===== src/rtl/seq_restoring_divider.sv =====
// -----------------------------------------------------------------------------
// seq_restoring_divider
//   Unsigned sequential restoring divider, one quotient bit per clock, MSB
//   first. Operands arrive over a valid/ready handshake; quotient and
//   remainder leave over a second valid/ready handshake and hold steady
//   until accepted. A zero divisor skips the iteration and returns
//   quotient = all ones, remainder = dividend, div_by_zero = 1.
//
//   Optional feature macro: MULT_CHECK_EN
//     When defined, the finished result is re-multiplied (q*d + r) and
//     compared with the latched dividend; a mismatch raises chk_err while
//     out_valid is high. When undefined, chk_err is constant 0.
//
// Ports
//   clk          in   1      rising-edge clock
//   rst          in   1      synchronous, active-high reset
//   in_valid     in   1      dividend/divisor valid
//   in_ready     out  1      block can accept an operation (IDLE only)
//   dividend     in   WIDTH  unsigned numerator
//   divisor      in   WIDTH  unsigned denominator
//   out_valid    out  1      quotient/remainder valid (DONE only)
//   out_ready    in   1      consumer accepts result
//   quotient     out  WIDTH  floor(dividend / divisor)
//   remainder    out  WIDTH  dividend mod divisor
//   div_by_zero  out  1      result came from divisor == 0
//   chk_err      out  1      self-check mismatch (MULT_CHECK_EN only)
// -----------------------------------------------------------------------------
module seq_restoring_divider #(
    parameter int WIDTH = 4
) (
    input  logic             clk,
    input  logic             rst,
    input  logic             in_valid,
    output logic             in_ready,
    input  logic [WIDTH-1:0] dividend,
    input  logic [WIDTH-1:0] divisor,
    output logic             out_valid,
    input  logic             out_ready,
    output logic [WIDTH-1:0] quotient,
    output logic [WIDTH-1:0] remainder,
    output logic             div_by_zero,
    output logic             chk_err
);

    localparam int CW = $clog2(WIDTH + 1);

    typedef enum logic [1:0] {
        IDLE,
        RUN,
        DONE
    } state_t;

    state_t           state, state_n;
    logic [WIDTH-1:0] q_reg;     // dividend shifts out MSB-first, quotient shifts in
    logic [WIDTH-1:0] r_reg;     // partial remainder, always < divisor between steps
    logic [WIDTH-1:0] d_reg;
    logic [CW-1:0]    count;
    logic             dz_reg;
    logic             accept;
    logic             last_step;

    logic [WIDTH:0]   shifted;
    logic [WIDTH:0]   trial;
    logic [WIDTH-1:0] q_step;
    logic [WIDTH-1:0] r_step;

    // ---------------- FSM ----------------
    always_ff @(posedge clk) begin
        if (rst) state <= IDLE;
        else     state <= state_n;
    end

    always_comb begin
        state_n   = state;
        in_ready  = 1'b0;
        out_valid = 1'b0;
        case (state)
            IDLE: begin
                in_ready = 1'b1;
                if (in_valid) state_n = (divisor == '0) ? DONE : RUN;
            end
            RUN: begin
                if (last_step) state_n = DONE;
            end
            DONE: begin
                out_valid = 1'b1;
                if (out_ready) state_n = IDLE;
            end
            default: state_n = IDLE;
        endcase
    end

    assign accept    = in_valid && (state == IDLE);
    assign last_step = (state == RUN) && (count == CW'(1));

    // ---------------- one restoring step ----------------
    // The shifted remainder is WIDTH+1 bits; since r_reg < d_reg, the
    // difference always lies in signed WIDTH+1 range, so its top bit is a
    // reliable borrow. On borrow, shifted < divisor, so its top bit is 0.
    always_comb begin
        shifted = {r_reg, q_reg[WIDTH-1]};
        trial   = shifted - {1'b0, d_reg};
        if (trial[WIDTH]) begin
            r_step = shifted[WIDTH-1:0];
            q_step = {q_reg[WIDTH-2:0], 1'b0};
        end else begin
            r_step = trial[WIDTH-1:0];
            q_step = {q_reg[WIDTH-2:0], 1'b1};
        end
    end

    // ---------------- datapath ----------------
    always_ff @(posedge clk) begin
        if (rst) begin
            q_reg  <= '0;
            r_reg  <= '0;
            d_reg  <= '0;
            count  <= '0;
            dz_reg <= 1'b0;
        end else if (accept) begin
            d_reg  <= divisor;
            dz_reg <= (divisor == '0);
            if (divisor == '0) begin
                q_reg <= '1;
                r_reg <= dividend;
                count <= '0;
            end else begin
                q_reg <= dividend;
                r_reg <= '0;
                count <= CW'(WIDTH);
            end
        end else if (state == RUN) begin
            q_reg <= q_step;
            r_reg <= r_step;
            count <= count - CW'(1);
        end
    end

    assign quotient    = q_reg;
    assign remainder   = r_reg;
    assign div_by_zero = dz_reg;

`ifdef MULT_CHECK_EN
    logic [WIDTH-1:0]   a_reg;
    logic               chk_reg;
    logic [2*WIDTH-1:0] recon;

    // Checked against the values being written on the final step, so the
    // flag is registered together with the result.
    assign recon = {{WIDTH{1'b0}}, q_step} * {{WIDTH{1'b0}}, d_reg}
                 + {{WIDTH{1'b0}}, r_step};

    always_ff @(posedge clk) begin
        if (rst) begin
            a_reg   <= '0;
            chk_reg <= 1'b0;
        end else if (accept) begin
            a_reg   <= dividend;
            chk_reg <= 1'b0;
        end else if (last_step) begin
            chk_reg <= (recon != {{WIDTH{1'b0}}, a_reg});
        end
    end

    assign chk_err = chk_reg;
`else
    assign chk_err = 1'b0;
`endif

endmodule


===== config.mk =====
export PLATFORM = sky130hd
export DESIGN_NAME = seq_restoring_divider
export DESIGN_NICKNAME = d
export VERILOG_FILES = /design/src/rtl/seq_restoring_divider.sv
export SDC_FILE = /design/constraint.sdc
export NUM_CORES = 1
export LEC_CHECK = 0
export ABC_AREA = 1
export BUFFER_PORTS_ARGS = -buffer_cell sky130_fd_sc_hd__buf_2
export CAP_MARGIN = 20
export CORE_UTILIZATION = 40
export CTS_BUF_LIST = sky130_fd_sc_hd__clkbuf_8
export CTS_CLUSTER_DIAMETER = 30
export DETAILED_ROUTE_END_ITERATION = 8
export HOLD_SLACK_MARGIN = 0.02
export SYNTH_ARGS = -nofsm -noshare
export SYNTH_HDL_FRONTEND = slang
export SYNTH_SLANG_ARGS = --single-unit

===== constraint.sdc =====
create_clock -name clk -period 2 [get_ports clk]
set_input_delay 0.2 -clock clk [delete_from_list [all_inputs] [get_ports clk]]
set_output_delay 0.2 -clock clk [all_outputs]
set_load 0.02 [all_outputs]

Word-level counts from Yosys, hierarchy flattened
Index checks and enable logic that the tools add are counted.

Equal/unequal tests: 6. Add/subtract/negate cells: 2. Reduce and logical (&&, ||, !) cells: 6. Multiplexer cells: 18.

Operator list (count): two-way mux 4 bit (7); two-way mux 3 bit (3); two-way mux 2 bit (4); != test 2 bit (second input constant) (3); one-hot mux 2 bit (3 select lines) (1); subtractor 5 x 4 -> 5 bit (1); zero test 4 bit (1); equality test 3 x 1 -> 1 bit (second input constant) (1); two-way mux 1 bit (3); AND reduction 3 bit (1); subtractor 3 x 1 -> 3 bit (second input constant) (1); equality test 2 x 1 -> 1 bit (second input constant) (1); equality test 2 bit (second input constant) (1); logical AND 1 bit (2); zero test 2 bit (1); nonzero test 2 bit (1).

Output and inout bits: 12. Bits in registers: 18. Bits of input ports: 12. Logic and storage cells: 38.

Depth between registers and ports, before layout
Gate-level depths: netlist of the first run.

Depth after elaboration: 4. Depth in mapped cells: 12. Depth with buffers taken out: 12.

Worst setup path after synthesis of the first run
No wires, ideal clock.

Kind: reg2reg. Start: reg q_reg[3] (netlist: quotient[3]). End: reg q_reg[0] (netlist: quotient[0]). Arrival time: 1.683 ns. Period minus slack after synthesis: 1.739 ns. Setup slack: 0.261 ns. Cell stages (with the launch flop): 12. Path buffers: 0. Required time: 1.944 ns. Setup time: 0.056 ns. Path through: dfxtp_1 inv_1 ha_1 inv_1 fa_1 nand3_1 nand3_1 nand2_1 nor2_1 o21ai_1 nand2_1 inv_1.

Cells in the longest elaborated chain, start to end: 4.

RTL lines: start: declaration (line 54) `logic [WIDTH-1:0] q_reg;`; start signal: assignment (line 128) `q_reg <= dividend;`; start signal: assignment (line 133) `q_reg <= q_step;`; subtractor 5 x 4 -> 5 bit (line 102) `trial = shifted - {1'b0, d_reg};`; two-way mux 1 bit (line 103) `if (trial[WIDTH]) begin`; two-way mux 4 bit (line 132) `end else if (state == RUN) begin`; two-way mux 4 bit (line 120) `end else if (accept) begin`.

No other way between the ends. The select of a mux whose other input is x is not followed. A chain may end at the register's enable or synchronous reset.

Worst setup path in the final report of the first run
Same ends and word-level chain as after synthesis.

==> metrics, run 1 <==
status completed; antenna-violating nets left 0; internal power 0.768 mW; Die Width about 54 um; core outline area 0.00252 mm2; setup slack at placement about 200 ps; hold_ws 216 ps; Reg power frac between 30% and 40%; Num CTS Buffers 3; nature of the critical path startpoint register; Gate power share 40.1%; Yosys cell types 28; r2r startpoint quotient[3]$_SDFFE_PP0P_; final antenna diode count 0; register area 360 um2; main area contributors after synthesis dfxtp_1 33%, a21oi_1 10%, inv_1 9.0%; Max Slew Vio Count 0; fin crit period 1830 ps; Clock Power Share 24.0%; Post-synth EDFFs 0; Crit. End Element register; Nets 194; crit path DAT 2030 ps; total iterations of the first detailed-routing run 4; CP Max Fanout 5; cell count after synthesis 152; crit path from quotient[3]$_SDFFE_PP0P_; ys async rst share 0%; Synth Warn # 0; largest net degree at the start of global routing 19; Leakage Power 0.621 nW; vias in the first global route 922; syn_nets 171; Die Ht 54.1 um; initial antenna violation count 0; Mean Syn Cell Area around 7.1 um2; RSZ-0062 raised after global routing false; Seq cells post-synth 18; Main synth FF type dfxtp_1; Initial DRC Count 18; post-synth top area share 33.2%; CP Data Required Time 2200 ps; clock root cell clkbuf_8; grt total ovfl 0; Filler cells about 270; WS Path Type reg -> reg; final setup violation count 0; Resize count post-CTS 0; commonest cells in the netlist 26 x inv_1, 22 x a21oi_1, 18 x dfxtp_1, 18 x nand2_1, 13 x nor2_1; Via density 5.03; Max Fclk 547 MHz; Post-route DRC 0; sw frac 38.3%; Tcrit/Tclk final 91.4%; via count 1027; H-tree Lvls 1; Power per Cell Area 987 mW/mm2; register area share after synthesis 33.2%; HP Start divisor[0]; clk buf depth 2; row cnt 18; final wirelength 2.43 mm; clk_skew 2.41 ps; TritonCTS clock tree done; Total Power 1.24 mW; Hold Buf Count CTS 0; Global Route Usage Sum 19.3%; Num Clock Sinks 18; multi-input logic area 591 um2; Initial Utilization 43.1%; RD Place Congestion 0.841; Synth-to-Final Area Change 16.1%; Worst-path clk slew around 70 ps; wire length per cell 11.9 um; first-pass GRT wire length 4.02 mm; Psw about 0.48 mW; DP HPWL 1.91 mm; setup TNS 0 ps; leading area contributor after synthesis dfxtp_1; max_cap viols 0; setup ws final 172 ps; Hold WC Path Type in -> reg; clk_lat worst skew 250 ps; postcts setup bufs 0; Synth Cell Area 0.00109 mm2; worst ir drop on vdd 0.454 mV; io pins 24; DIE AREA ~0.0029 mm2; Port Buffers 22; Final Hold Vio Count 0; top-count cell post-synth inv_1; share of cells above drive strength 1 a little over a fifth
[path summary, 6_finish.rpt]
path | endpoint | slack (ps) | cells after the start
setup / recovery | quotient[0]$_SDFFE_PP0P_ | 170 | 11
hold / removal | d_reg[0]$_SDFFE_PP0P_ | 220 | 3
setup reg to reg | quotient[0]$_SDFFE_PP0P_ | 170 | 11
hold reg to reg | count[1]$_SDFFE_PP0P_ | 460 | 2
[per-stage QoR]
stage          std cells  instance area [um2]  utilization, %
3_3_place_gp         200                 1210            47.8
2_1_floorplan        152                 1090               -
3_5_place_dp         200                 1210            47.8
6_report             204                 1260            50.0
5_1_grt              204                 1260            50.0
4_1_cts              204                 1260            50.0
[power groups by stage]
stage / Sequential [mW] / Combinational, mW / Clock, mW
floorplan: 0.482 / 0.354 / 0
global placement: 0.453 / 0.489 / 0
detailed placement: 0.455 / 0.499 / 0
CTS: 0.448 / 0.502 / 0.302
global route: 0.456 / 0.563 / 0.318
finish: 0.447 / 0.499 / 0.299
[cell usage in the layout, fill, tap and decap left out, drive strengths merged]
cell type / n
dfxtp: 18
fa: 1
inv: 28
clkbuf: 4
conb: 1
o211ai: 1
a31oi: 1
buf: 22
ha: 6
nor2: 17
or2: 1
nand2: 20
o21ai: 14
a21oi: 24
xnor2: 1
nand3b: 3
nand3: 12
[final cells by class]
cell class                 count  area share (%)
inverter                      28            8.53
sequential                    18            28.6
timing repair buffer          22            8.73
tap                           30            2.98
clock buffer                   4            4.37
multi-input combinational    102            46.8
[kinds of logic after synthesis]
| group | count (synthesis) | synth area share [%] |
|---|---|---|
| compound gates | 40 | 19.5 |
| xor+xnor | 1 | 0.807 |
| simple gates | 53 | 25.0 |
| flops | 18 | 33.2 |
| fa+ha+maj | 7 | 8.76 |
| other cells | 1 | 0.345 |
| buf+inv | 32 | 12.4 |
[critical path, cell delays in order (launching register included)]
cell	delay, ps
dfxtp_1	310
inv_1	100
ha_1	150
inv_1	60
fa_1	410
nand3_1	100
nand3_1	170
nand2_1	180
nor2_1	60
o21ai_1	130
nand2_1	60
inv_1	50
[metal layers]
layer  GRT usage, %  up-vias  share of wire (%)
met5              0        -                  0
met4           3.85        0               0.62
met3           3.95        2                4.4
met2           31.3       26                 45
met1           26.2      467                 50
li1               -      532                  -
(Power assumes the default switching activity.)
==> run 2, diff against run 1 <==
Settings changed: BUFFER_PORTS_ARGS -buffer_cell sky130_fd_sc_hd__buf_2 to unset, DONT_BUFFER_PORTS set to 1.
==> run 2 against run 1 <==
Via count fell by 3.0%; sequential share of layout area rose by 1.5 points; largest power group unchanged; register-to-register slack improved by 40 ps; worst setup slack improved by 41 ps; clock power barely moved; cell count fell by 8.3%; sequential power rose by 3%; cell area fell by 5.0%; die area did not move; highest routed layer unchanged; worst hold slack got worse by 140 ps; sequential cell count did not move.
==> metrics, run 2 (synthesis results as in run 1) <==
internal power about 0.76 mW; Post-route DRC 0; CP most frequent cell inv_1; instance count on the critical path 11; Leakage Power 0.550 nW; row cnt 18; crit path buf inv count 3; Crit. End Element register; Gate power share 38.6%; Final Hold Vio Count 0; share of cells above drive strength 1 around 13%; crit-path leading delay family adder cells; total iterations of the first detailed-routing run 4; Max Fclk 560 MHz; final antenna diode count 0; hold_ws 73.9 ps; DIE AREA 0.00293 mm2; Power per Cell Area slightly above 1000 mW/mm2; Psw 0.476 mW; critical path cell sequence inv_1, ha_1, inv_1, fa_1, nand3_1, nand3_2, nand2_2, nor2_1, o21ai_1, nand2_1, inv_1; Die Width approximately 54 um; fin crit period 1790 ps; DP HPWL 1.85 mm; Global Route Usage Sum about a fifth; most common cell after layout, fill and taps aside inv_1; setup TNS 0 ps; core outline area roughly 0.0025 mm2; worst ir drop on vdd 0.501 mV; sw frac about 38%; hold path cells 3; antenna-violating nets left 0; Max Slew Vio Count 0; crit path DAT 2000 ps; clock root cell clkbuf_8; Nets around 180; TritonCTS clock tree done; Num Clock Sinks 18; reg2reg setup slack 210 ps; Port Buffers 0; RD Place Congestion 0.886; max_cap viols 0; Die Ht between 50 and 60 um; clk buf depth 2; H-tree Lvls 1; Initial Utilization between 40% and 50%; Num CTS Buffers 3; clk_skew 4.97 ps; initial antenna violation count 0; largest net degree at the start of global routing 19; Filler cells 274; Initial DRC Count 15; final wirelength 2.43 mm; final setup violation count 0; WS Path Type reg -> reg; status completed; grt total ovfl 0; first-pass GRT wire length 4.10 mm; vias in the first global route 927; io pins 24; Synth-to-Final Area Change 10.4%; Crit path largest cell delay 420 ps; R2R cell count 11; Clock Power Share between 20% and 30%; highest-count cells in the layout ignoring fill and taps 26 x inv_1, 22 x a21oi_1, 18 x dfxtp_1, 17 x nand2_1, 13 x nor2_1; via count between 900 and 1k; CP Data Required Time 2210 ps; Reg power frac a little under two fifths; clk_lat worst skew 260 ps; CP max stage cell fa_1; Tcrit/Tclk final 89.3%; Worst-path clk slew 70 ps; RSZ-0062 raised after global routing false; CP Max Fanout 5; Hold WC Path Type in -> reg; Via density 5.33; wire length per cell 13.0 um; nature of the critical path startpoint register
## run 2: through the flow
step / util [%] / area [um2] / instances / setup slack, ps / total power, mW
floorplan: - / 1090 / 152 / 261 / 0.836
global placement: 44.6 / 1130 / 182 / 247 / 0.919
detailed placement: 44.6 / 1130 / 182 / 166 / 0.932
CTS: 47.2 / 1190 / 187 / 138 / 1.24
global route: 47.5 / 1200 / 187 / 5.86 / 1.33
finish: 47.5 / 1200 / 187 / 214 / 1.24
## run 2: area by class of cell
cell class                      instances  area (um2)  share of cell area, %
Clock buffer                            4        55.1                   4.59
Inverter                               28         108                   8.98
Multi-Input combinational cell        102         598                   49.9
Sequential cell                        18         360                   30.1
Tap cell                               30        37.5                   3.13
Timing Repair Buffer                    5        40.0                   3.34
## run 2: worst reg2reg max path, delay by kind of cell (launching register included)
| kind | cells | cell delay (ps) |
|---|---|---|
| and+or+nand+nor | 5 | 500 |
| AOI/OAI and AO/OA | 1 | 120 |
| DFF | 1 | 310 |
| adders and majority gates | 2 | 580 |
| buffers and inverters | 3 | 220 |
## run 2: worst paths after layout
path,start,endpoint
max,quotient[3]$_SDFFE_PP0P_,quotient[0]$_SDFFE_PP0P_
max reg2reg,quotient[3]$_SDFFE_PP0P_,quotient[0]$_SDFFE_PP0P_
min,rst,quotient[0]$_SDFFE_PP0P_
min reg2reg,d_reg[3]$_SDFFE_PP0P_,d_reg[3]$_SDFFE_PP0P_
## run 2: power groups by stage
stage                     clock [mW]  sequential (mW)  combinational [mW]
after floorplan                    0            0.482               0.354
after global placement             0            0.467               0.452
after detailed placement           0            0.467               0.464
after CTS                      0.309            0.459               0.469
after global routing           0.319            0.466               0.544
final                          0.301            0.459               0.477
## run 2: metal layers
metal  wire, um  share of wire, %  vias up  global-route usage, %
met3        188               7.7        5                   5.65
met4         36               1.5        0                   8.55
met1       1100                45      462                   24.9
met2       1110                46       30                   31.3
li1           -                 -      499                      -
met5          0                 0        -                      0
## run 2: timing repair
item                       4_1_cts  5_1_grt
setup buffers                    0        0
hold endpoints to repair         4        0
setup endpoints to repair        0        5
resized for setup                0        2
hold buffers                     1        0
==> run 3, diff against run 2 <==
Settings changed: CORE_UTILIZATION 40 to 64, PLACE_DENSITY set to 0.8.
==> run 3 against run 2 <==
Register-to-register slack got worse by 50 ps; non-clock buffer count unchanged; routed wire length decreased by 7.0%; combinational power about the same; largest cell class unchanged.
==> metrics, run 3 (synthesis results as in run 1) <==
met3 routed WL roughly 160 um; Final Non-Filler Cells 173; Initial DRC Count 15; Port Buffers 0; max_cap viols 0; Via density 5.66; clock root cell clkbuf_8; largest net degree at the start of global routing 19; first-pass GRT wire length 3.93 mm; nature of the critical path startpoint register; most common cell after layout, fill and taps aside inv_1; via count 980; core outline area around 0.0015 mm2; met1 WL 1.02 mm; RD Place Congestion 0.854; H-tree Lvls 1; antenna-violating nets left 0; DP HPWL ~1.7 mm; Num Clock Sinks 18; Max Fclk 545 MHz; sw frac 38.1%; Gate power share between 30 and 40%; internal power about 0.76 mW; Reg power frac 37.4%; Power per Cell Area 1050 mW/mm2; clk buf depth 2; hold_ws about 78 ps; WS Path Type reg -> reg; crit path DAT 1970 ps; Tcrit/Tclk final between 90% and 100%; Worst-path clk slew 70 ps; routed wl met2 1.03 mm; CP Max Fanout 5; Hold WC Path Type in -> reg; postcts setup bufs 0; total iterations of the first detailed-routing run 4; clk_skew between 6 and 7 ps; final antenna diode count 0; Synth-to-Final Area Change 8.30%; worst ir drop on vdd between 0.5 and 0.6 mV; RSZ-0062 raised after global routing false; Clock Power Share 23.8%; wire length per cell approximately 13 um; Post-DP Area 0.00111 mm2; vias in the first global route 940; uppermost layer routed met4; grt total ovfl 0; Final Hold Vio Count 0; Post-route DRC 0; row cnt 14; setup TNS 0 ps; share of cells above drive strength 1 about an eighth; Global Route Usage Sum 28.2%; final setup violation count 0; Nets 177; clk_lat worst skew roughly 250 ps; highest-count cells in the layout ignoring fill and taps 26 x inv_1, 22 x a21oi_1, 18 x dfxtp_1, 17 x nand2_1, 13 x nor2_1; DIE AREA 0.00187 mm2; Crit. End Element register; Die Width 43.2 um; Psw 0.470 mW; Filler cells 126; Finished Cell Area 0.00118 mm2; fin util roughly three quarters; fin crit period 1840 ps; Num CTS Buffers 3; status completed; Max Slew Vio Count 0; cell count after placement 168; Die Ht between 40 and 50 um; final wirelength around 2.3 mm; initial antenna violation count 0; TritonCTS clock tree done; CP Data Required Time 2140 ps; Leakage Power 0.550 nW; Initial Utilization a little over two thirds; io pins 24
[run 3: path summary, 6_finish.rpt]
| kind | endpoint | slack [ps] | start | cells past startpoint |
|---|---|---|---|---|
| worst max-delay path | remainder[3]$_SDFFE_PP0P_ | 160 | quotient[3]$_SDFFE_PP0P_ | 10 |
| worst min-delay path | quotient[0]$_SDFFE_PP0P_ | 80 | rst | 3 |
| worst max register to register | remainder[3]$_SDFFE_PP0P_ | 160 | quotient[3]$_SDFFE_PP0P_ | 10 |
| worst min register to register | d_reg[2]$_SDFFE_PP0P_ | 460 | d_reg[2]$_SDFFE_PP0P_ | 2 |
[run 3: per-stage QoR]
| step | power [mW] | worst slack, ps |
|---|---|---|
| after CTS | 1.23 | 163 |
| after global routing | 1.33 | 27.3 |
| after floorplan | 0.836 | 261 |
| final | 1.23 | 163 |
| after global placement | 0.910 | 260 |
| after detailed placement | 0.929 | 184 |
[run 3: timing repair]
action | in CTS | in global routing
endpoints found under the setup margin | 0 | 4
hold endpoints to repair | 4 | 0
hold buffers | 1 | 0
gates resized for setup | 0 | 1
[run 3: worst max-delay path, cell delays in order (launching register included)]
cell and delay [ps]:
dfxtp_1 310, inv_1 100, ha_1 160, inv_1 60, fa_1 420, nand3_1 100, nand3_1 180, nand2_2 170
nand2_1 90, nand3_1 80, a21oi_1 60
[run 3: cell type report]
cell class,count,area [um2],share of cell area (%)
clock buffer,4,55.1,4.68
inverter,28,108,9.15
multi-input combinational,102,593,50.4
sequential,18,360,30.6
tap,16,20.0,1.70
timing repair buffer,5,40.0,3.40
[run 3: power by group through the flow]
stage          Clock, mW  Sequential [mW]  Combinational [mW]
2_1_floorplan          0            0.482               0.354
3_3_place_gp           0            0.465               0.444
3_5_place_dp           0            0.467               0.462
4_1_cts            0.298            0.460               0.468
5_1_grt            0.318            0.466               0.543
6_report           0.293            0.460               0.478
[run 3: per-layer routing]
metal  track usage [%]  vias up
met3              8.09        6
li1                  -      498
met2              43.9       33
met1              36.3      443
met4              11.5        0
met5                 0        -
